[config.mk]
export PLATFORM = sky130hd
export DESIGN_NAME = sram_ctrl_arb
export DESIGN_NICKNAME = d
export VERILOG_FILES = /design/src/rtl/sram_ctrl_arb_pkg.sv /design/src/rtl/sram_ctrl_arb_rr_arb2.sv /design/src/rtl/sram_ctrl_arb.sv
export SDC_FILE = /design/constraint.sdc
export NUM_CORES = 1
export LEC_CHECK = 0
export ABC_AREA = 1
export CAP_MARGIN = 15
export CORE_ASPECT_RATIO = 1.75
export CORE_MARGIN = 2
export CORE_UTILIZATION = 45
export CTS_CLUSTER_SIZE = 14
export DETAILED_ROUTE_END_ITERATION = 7
export HOLD_SLACK_MARGIN = 0.03
export PLACE_DENSITY = 0.81
export SKIP_CTS_REPAIR_TIMING = 1
export SLEW_MARGIN = 30
export SYNTH_ARGS = -nofsm -noshare
export SYNTH_HDL_FRONTEND = slang
export SYNTH_SLANG_ARGS = --single-unit
[constraint.sdc]
create_clock -name clk -period 2.3 [get_ports clk]
set_input_delay 0.46 -clock clk [delete_from_list [all_inputs] [get_ports clk]]
set_output_delay 0.46 -clock clk [all_outputs]
set_load 0.005 [all_outputs]
[src/rtl/sram_ctrl_arb_pkg.sv]
// Shared types and constants for the two-port SRAM controller.
package sram_ctrl_pkg;

    typedef enum logic [2:0] {
        IDLE,
        SETUP,
        WPULSE,
        WREC,
        RPULSE,
        RDONE
    } state_t;

    localparam logic PORT_A = 1'b0;
    localparam logic PORT_B = 1'b1;

    // Deasserted levels of the SRAM control strobes
    localparam logic E1_OFF = 1'b1;
    localparam logic E2_OFF = 1'b0;
    localparam logic W_OFF  = 1'b1;
    localparam logic G_OFF  = 1'b1;

    localparam int CNT_W = 8;

endpackage

[src/rtl/sram_ctrl_arb_rr_arb2.sv]
// Two-request round-robin arbiter; the last-grant pointer moves only when en is high.
module rr_arb2
    import sram_ctrl_pkg::*;
(
    input  logic clk,
    input  logic rst_n,
    input  logic req_a,
    input  logic req_b,
    input  logic en,
    output logic gnt_valid,
    output logic gnt_id
);

    logic last_reg;

    always_comb begin
        gnt_valid = req_a | req_b;
        if (req_a && req_b) begin
            gnt_id = (last_reg == PORT_A) ? PORT_B : PORT_A;
        end else if (req_a) begin
            gnt_id = PORT_A;
        end else begin
            gnt_id = PORT_B;
        end
    end

    // Starting as "B was last" makes A win the first tie after reset
    always_ff @(posedge clk or negedge rst_n) begin
        if (!rst_n) begin
            last_reg <= PORT_B;
        end else if (en && gnt_valid) begin
            last_reg <= gnt_id;
        end
    end

endmodule

[src/rtl/sram_ctrl_arb.sv]
// Shares one asynchronous SRAM between two requesters with round-robin arbitration
// and programmable write / output-enable pulse widths. All outputs are registered.
module sram_ctrl_arb
    import sram_ctrl_pkg::*;
#(
    parameter int ADDR_W   = 13,
    parameter int DATA_W   = 8,
    parameter int WR_PULSE = 2,
    parameter int RD_WAIT  = 2
) (
    input  logic              clk,
    input  logic              rst_n,
    input  logic              req_a,
    input  logic              req_b,
    input  logic              we_a,
    input  logic              we_b,
    input  logic [ADDR_W-1:0] addr_a,
    input  logic [ADDR_W-1:0] addr_b,
    input  logic [DATA_W-1:0] wdata_a,
    input  logic [DATA_W-1:0] wdata_b,
    output logic              ack_a,
    output logic              ack_b,
    output logic [DATA_W-1:0] rdata_a,
    output logic [DATA_W-1:0] rdata_b,
    output logic              busy,
    output logic [ADDR_W-1:0] sram_addr,
    output logic [DATA_W-1:0] sram_din,
    input  logic [DATA_W-1:0] sram_dout,
    output logic              sram_e1,
    output logic              sram_e2,
    output logic              sram_w,
    output logic              sram_g
);

    state_t            state_reg, state_next;
    logic [CNT_W-1:0]  cnt_reg, cnt_next;
    logic              port_reg, port_next;
    logic              we_reg, we_next;
    logic              gnt_valid, gnt_id;

    logic              e1_reg, e1_next, e2_reg, e2_next;
    logic              w_reg, w_next, g_reg, g_next;
    logic              ack_a_reg, ack_a_next, ack_b_reg, ack_b_next;
    logic              busy_reg, busy_next;
    logic [ADDR_W-1:0] addr_reg, addr_next;
    logic [DATA_W-1:0] din_reg, din_next;
    logic [DATA_W-1:0] rdata_a_reg, rdata_a_next, rdata_b_reg, rdata_b_next;
    logic              capture;

    rr_arb2 u_arb (
        .clk       (clk),
        .rst_n     (rst_n),
        .req_a     (req_a),
        .req_b     (req_b),
        .en        (state_reg == IDLE),
        .gnt_valid (gnt_valid),
        .gnt_id    (gnt_id)
    );

    always_ff @(posedge clk or negedge rst_n) begin
        if (!rst_n) begin
            state_reg   <= IDLE;
            cnt_reg     <= '0;
            port_reg    <= PORT_A;
            we_reg      <= 1'b0;
            e1_reg      <= E1_OFF;
            e2_reg      <= E2_OFF;
            w_reg       <= W_OFF;
            g_reg       <= G_OFF;
            ack_a_reg   <= 1'b0;
            ack_b_reg   <= 1'b0;
            busy_reg    <= 1'b0;
            addr_reg    <= '0;
            din_reg     <= '0;
            rdata_a_reg <= '0;
            rdata_b_reg <= '0;
        end else begin
            state_reg   <= state_next;
            cnt_reg     <= cnt_next;
            port_reg    <= port_next;
            we_reg      <= we_next;
            e1_reg      <= e1_next;
            e2_reg      <= e2_next;
            w_reg       <= w_next;
            g_reg       <= g_next;
            ack_a_reg   <= ack_a_next;
            ack_b_reg   <= ack_b_next;
            busy_reg    <= busy_next;
            addr_reg    <= addr_next;
            din_reg     <= din_next;
            rdata_a_reg <= rdata_a_next;
            rdata_b_reg <= rdata_b_next;
        end
    end

    always_comb begin
        state_next = state_reg;
        cnt_next   = cnt_reg;
        port_next  = port_reg;
        we_next    = we_reg;
        case (state_reg)
            IDLE: begin
                if (gnt_valid) begin
                    state_next = SETUP;
                    port_next  = gnt_id;
                    we_next    = (gnt_id == PORT_A) ? we_a : we_b;
                end
            end
            SETUP: begin
                if (we_reg) begin
                    state_next = WPULSE;
                    cnt_next   = CNT_W'(WR_PULSE - 1);
                end else begin
                    state_next = RPULSE;
                    cnt_next   = CNT_W'(RD_WAIT - 1);
                end
            end
            WPULSE: begin
                if (cnt_reg == '0) state_next = WREC;
                else               cnt_next   = cnt_reg - CNT_W'(1);
            end
            WREC:   state_next = IDLE;
            RPULSE: begin
                if (cnt_reg == '0) state_next = RDONE;
                else               cnt_next   = cnt_reg - CNT_W'(1);
            end
            RDONE:   state_next = IDLE;
            default: state_next = IDLE;
        endcase
    end

    // Strobes are decoded from the state being entered so they are registered with it
    always_comb begin
        e1_next    = (state_next == IDLE) ? E1_OFF : ~E1_OFF;
        e2_next    = (state_next == IDLE) ? E2_OFF : ~E2_OFF;
        w_next     = (state_next == WPULSE) ? ~W_OFF : W_OFF;
        g_next     = (state_next == RPULSE) ? ~G_OFF : G_OFF;
        busy_next  = (state_next != IDLE);
        ack_a_next = ((state_next == WREC) || (state_next == RDONE)) && (port_next == PORT_A);
        ack_b_next = ((state_next == WREC) || (state_next == RDONE)) && (port_next == PORT_B);
        addr_next  = addr_reg;
        din_next   = din_reg;
        if (state_reg == IDLE && gnt_valid) begin
            addr_next = (gnt_id == PORT_A) ? addr_a  : addr_b;
            din_next  = (gnt_id == PORT_A) ? wdata_a : wdata_b;
        end
        capture      = (state_reg == RPULSE) && (cnt_reg == '0);
        rdata_a_next = (capture && port_reg == PORT_A) ? sram_dout : rdata_a_reg;
        rdata_b_next = (capture && port_reg == PORT_B) ? sram_dout : rdata_b_reg;
    end

    assign ack_a     = ack_a_reg;
    assign ack_b     = ack_b_reg;
    assign rdata_a   = rdata_a_reg;
    assign rdata_b   = rdata_b_reg;
    assign busy      = busy_reg;
    assign sram_addr = addr_reg;
    assign sram_din  = din_reg;
    assign sram_e1   = e1_reg;
    assign sram_e2   = e2_reg;
    assign sram_w    = w_reg;
    assign sram_g    = g_reg;

endmodule
# After elaboration in Yosys (flattened, before gate mapping)
# Index checks and enable logic that the tools add are counted.
# totals
in_bits,56
output_inout_bits,44
ff_bits,58
elab_cells,63
# op_classes
bitwise_logic,3
add_sub_neg,1
reduce_logical,16
n_eq_ne,8
n_mux,19
# ops
op,count
8-bit two-way mux,2
8-bit one-hot mux with 2 select lines,1
13-bit two-way mux,1
3-bit two-way mux,4
3-bit one-hot mux with 4 select lines,1
1-bit two-way mux,10
3-bit by 2-bit == test with 1-bit output (second input constant),3
3-bit == test (second input constant),3
8-bit zero test,1
8-bit by 1-bit subtractor with 8-bit output (second input constant),1
1-bit logical AND,7
3-bit zero test,2
2-bit AND reduction,2
3-bit by 1-bit == test with 1-bit output (second input constant),1
3-bit nonzero test,1
2-bit inequality test (second input constant),1
1-bit NOT,2
2-bit nonzero test,1
2-bit OR reduction,1
1-bit logical OR,1
1-bit OR,1

# Logic depth before layout (Yosys ltp)
# logic_depth
word_depth,6
ltp_mapped,11
depth_no_buf,11

# By module
# From an unflattened synthesis, not the netlist that was laid out.
# unflattened
hier_cells,320
area_unflattened_um2,2697.6
# modules_own_cells
module,cells_each,area_per_inst_um2,instances,seq_area_each_um2
sram_ctrl_arb,311,2637.5,1,1405.1
rr_arb2,9,60.1,1,26.3

# Worst setup path after synthesis
# Ideal clock, no wire load.
# synth_path
path_type,register to register
startpoint,register cnt_reg[0]
endpoint,"register rdata_b_reg[6], in the netlist rdata_b[6]"
setup_time_ps,118
arrival_time_ps,1334
required_ps,2182
path_stages_with_launch,11
path_slack_ps,847
period_less_slack_ps,1453
n_path_buf,1
cell_sequence,dfrtp_1 > inv_1 > ha_1 > inv_2 > nor2_2 > nand2_2 > clkinv_4 > nand3_4 > buf_6 > nand2_2 > o21ai_2
# synth_via
elab_chain_cells,3
# synth_rtl
item,line_no,text
start: declaration,sram_ctrl_arb.sv:36,"logic [CNT_W-1:0] cnt_reg, cnt_next;"
start signal: assignment,sram_ctrl_arb.sv:79,cnt_reg <= cnt_next;
8-bit zero test,sram_ctrl_arb.sv:147,capture = (state_reg == RPULSE) && (cnt_reg == '0);
1-bit logical AND,sram_ctrl_arb.sv:147,
1-bit logical AND,sram_ctrl_arb.sv:149,rdata_b_next = (capture && port_reg == PORT_B) ? sram_dout : rdata_b_reg;
end signal: assignment,sram_ctrl_arb.sv:92,rdata_b_reg <= rdata_b_next;
end: declaration,sram_ctrl_arb.sv:47,"logic [DATA_W-1:0] rdata_a_reg, rdata_a_next, rdata_b_reg, rdata_b_next;"
# No other way between the ends.
# A chain may end at the register's enable or synchronous reset.

# Worst setup path in the final report
# layout_path
startpoint,"register w_reg, in the netlist sram_w"
endpoint,output port sram_w
# layout_rtl
item,line_no,text
start: declaration,sram_ctrl_arb.sv:42,"logic w_reg, w_next, g_reg, g_next;"
start signal: assignment,sram_ctrl_arb.sv:84,w_reg <= w_next;
end: declaration,sram_ctrl_arb.sv:31,"output logic sram_w,"
# No word-level cell between the ends.

==> impl_summary.txt <==
----------------------------------------------------
[STA]
  Peak clock frequency supported by timing ... about 550 MHz
  Post-route minimum period ... 1.82 ns
  Total count of hold-check failures in the final report ... 0
  Max Transition Viols Final ... 0
  RSZ-0062 raised after global routing ... no
  Final period util ... 79.0%
  Max-slew headroom ... 52.2%
  TNS Setup ... 0 ns
  Final Setup Violations ... 0
  Worst Tran Pin Value ... 0.717 ns
  Worst-case clock skew ... around 0.0093 ns

[Floorplan]
  Std cell rows ... 37
  Starting density of the core ... 46.9%
  Height of the die ... 108 um
  Core Region ... 5880 um2
  Number of top-level pins ... 100
  Die width ... around 63 um
  Area enclosed by the die boundary ... 6790 um2

[Pwr]
  Leak Pwr ... 1.78 nW
  Post-layout total power ... 5.13 mW
  Peak VDD IR ... about 640 uV
  Power per cell area ... ~1300 nW/um2

[Logic synthesis]
  Share of the yosys chip area belonging to registers ... 51.9%
  Largest family of logic cells by synthesized area ... simple AND/OR/NAND/NOR gates
  Primary flip-flop cell chosen by synthesis mapping ... dfrtp_1
  Area share of fa/ha/maj cells after synthesis ... 0.454%
  Synthesized-area fraction occupied by ao, oa, aoi and oai cells ... between 10% and 20%
  Yosys warning count ... 0
  Mux share of post-synthesis cell area ... 0%
  Library cells used by synthesis ... 28
  Share of the synthesized netlist area taken by xor and xnor gates ... less than 1%
  Synth Net Count ... 358
  Number of storage elements in the synthesis netlist ... 57
  Basic-gate share of the synthesized area counting and, or, nand and nor cells ... 20.3%
  Instance count of the mapped netlist ... between 300 and 400
  EDFF count, synth ... 0
  Average footprint of a synthesized cell ... 9.16 um2
  Post-synth ARST share ... 100%
  Netlist Area Pre-Place ... 2760 um2

[Clock network]
  Maximum number of buffers from clock root to sink ... 2
  Clock transition at the registers of the reported paths ... 0.07 ns
  Sinks on Clock Net ... 57
  Clock tree from TritonCTS ... yes
  CTS Root Buffer Type ... clkbuf_8
  Maximum level of the CTS H-tree ... 3
  Clock buffers created by TritonCTS ... 9
  Skew-Pair Late Insertion Delay ... 0.34 ns

[Critical path]
  CP Capture Type ... output pin
  Number of buffers and inverters on the critical path ... 1
  Worst path slowest cell ... dfstp_2
  Critical path class ... reg2out
  CP Cell Sequence ... clkdlybuf4s50_1
  Data arrival, critical path ... between 1 and 1.5 ns
  FF-to-FF setup slack ... 0.66 ns
  Critical path required time ... ~1.8 ns
  Largest fanout on the critical path ... 1
  Endpoint of the worst-slack reg-to-reg timing path ... rdata_b[5]$_DFFE_PN0P_
  Element type at the critical path start ... flip-flop
  Largest incremental delay on the critical path ... 0.52 ns
  Cell family with most CP delay ... flip-flops
  Path depth of the worst reg2reg path ... 9
  Worst flop-to-flop path startpoint ... cnt_reg[0]$_DFFE_PN0P_

[Finish]
  Post-route core utilization ... between 60% and 70%
  Number of flip-flops in the largest register ... 13
  Final Net Count ... 458
  Final instance area ... 3970 um2
  Commonest cells after routing, fill and taps aside ... 98 x clkdlybuf4s50_1, 62 x nand2_1, 53 x dfrtp_1
  Ant diodes ... 0
  Share of post-route cells with drive strength above 1 ... 17.7%
  Layout area overhead ... 44.0%
  Most common library cell in the layout ignoring fill and taps ... clkdlybuf4s50_1

[Global routing]
  Global-route wire length before repair ... 10,700 um
  Pin count of the biggest net entering global routing ... 58
  Global-route usage over all layers ... ~20%
  Total congestion overflow ... 0
  Initial antenna violation count ... 0
  Number of global-route vias before repair ... approximately 2,500

[Run]
  Count of max-cap constraint violations ... 0

[Route]
  Antenna Nets Post-Route ... 0
  Initial drt markers ... approximately 70
  DRT Pass-1 Iters ... 4
  Total number of vias ... about 2,400
  Final routed DRC violation total ... 0
  DRT Wirelength ... 6440 um
  Average wire length per cell after detail routing ... 13.3 um
  Vias per cell ... approximately 4.9

[Outcome]
  Status ... complete, no violations

[Worst hold path]
  Worst min-delay path category ... in2async

[Place]
  I/O Buffers ... 99
  Final estimated routing congestion in global placement ... 0.761
  Placed instance area ... 3790 um2
  Detail Placement HPWL ... 4710 um

----------------------------------------------------
metal layers:
layer / GRT usage [%] / part of all wire [%] / up-vias / wire, um
met4: 10.2 / 1.5 / 0 / 94
met5: 0 / 0 / - / 0
met3: 4.92 / 3.5 / 6 / 223
li1: - / - / 1187 / -
met2: 38.0 / 57 / 69 / 3700
met1: 20.7 / 38 / 1121 / 2430
Yosys cell counts, drive strengths merged, types with 2 or more instances:
master	instances	share of area, %
xor2	2	0.64
dfrtp	53	48
a21oi	24	4.8
nor3	2	0.95
o21ai	28	7.7
dfstp	4	3.8
inv	29	3.9
nand2	72	11
o31ai	22	6.0
nor2	37	5.1
nand3	9	2.9
nand4	2	0.45
buf	13	3.5
logic make-up (layout without fill, tap and decap cells):
kind of cell,after synthesis,in the layout
DFF,57,57
AOI/OAI and AO/OA,74,74
xor gates and xnor gates,3,3
adders and majority gates,1,1
buffers and inverters,44,149
and+or+nand+nor,122,122
worst max path at each step:
stage,end,startpoint,slack [ns],depth (start not counted)
final,sram_w,sram_w$_DFF_PN1_,0.48,1
after global routing,sram_w,sram_w$_DFF_PN1_,0.44,1
after CTS,sram_w,sram_w$_DFF_PN1_,0.46,1
after detailed placement,sram_addr[9]$_DFFE_PN0P_,req_b,0.28,5
after global placement,sram_din[4]$_DFFE_PN0P_,req_b,0.41,5
after floorplan,rdata_b[6]$_DFFE_PN0P_,cnt_reg[0]$_DFFE_PN0P_,0.85,10
where the power goes:
part | total (mW) | internal [mW] | switching (mW) | leakage, nW
clock | 0.838 | 0.443 | 0.395 | 0.0911
sequential | 1.78 | 1.49 | 0.291 | 0.688
combinational | 2.51 | 1.27 | 1.24 | 1.00
total | 5.13 | 3.20 | 1.92 | 1.78
cell type report:
class	instances	area (um2)
Clock buffer	11	151
Clock inverter	5	30.0
Fill cell	479	1910
Inverter	30	118
Multi-Input combinational cell	200	1110
Sequential cell	57	1430
Tap cell	78	97.6
Timing Repair Buffer	103	1030
through the flow:
stage,std cells,worst slack [ns],hold slack [ns]
after global placement,468,0.410,0.464
final,484,0.483,0.252
after global routing,484,0.442,0.312
after floorplan,301,0.847,0.164
after detailed placement,468,0.278,0.464
after CTS,484,0.458,0.274
Power figures use the tool's default switching activity.
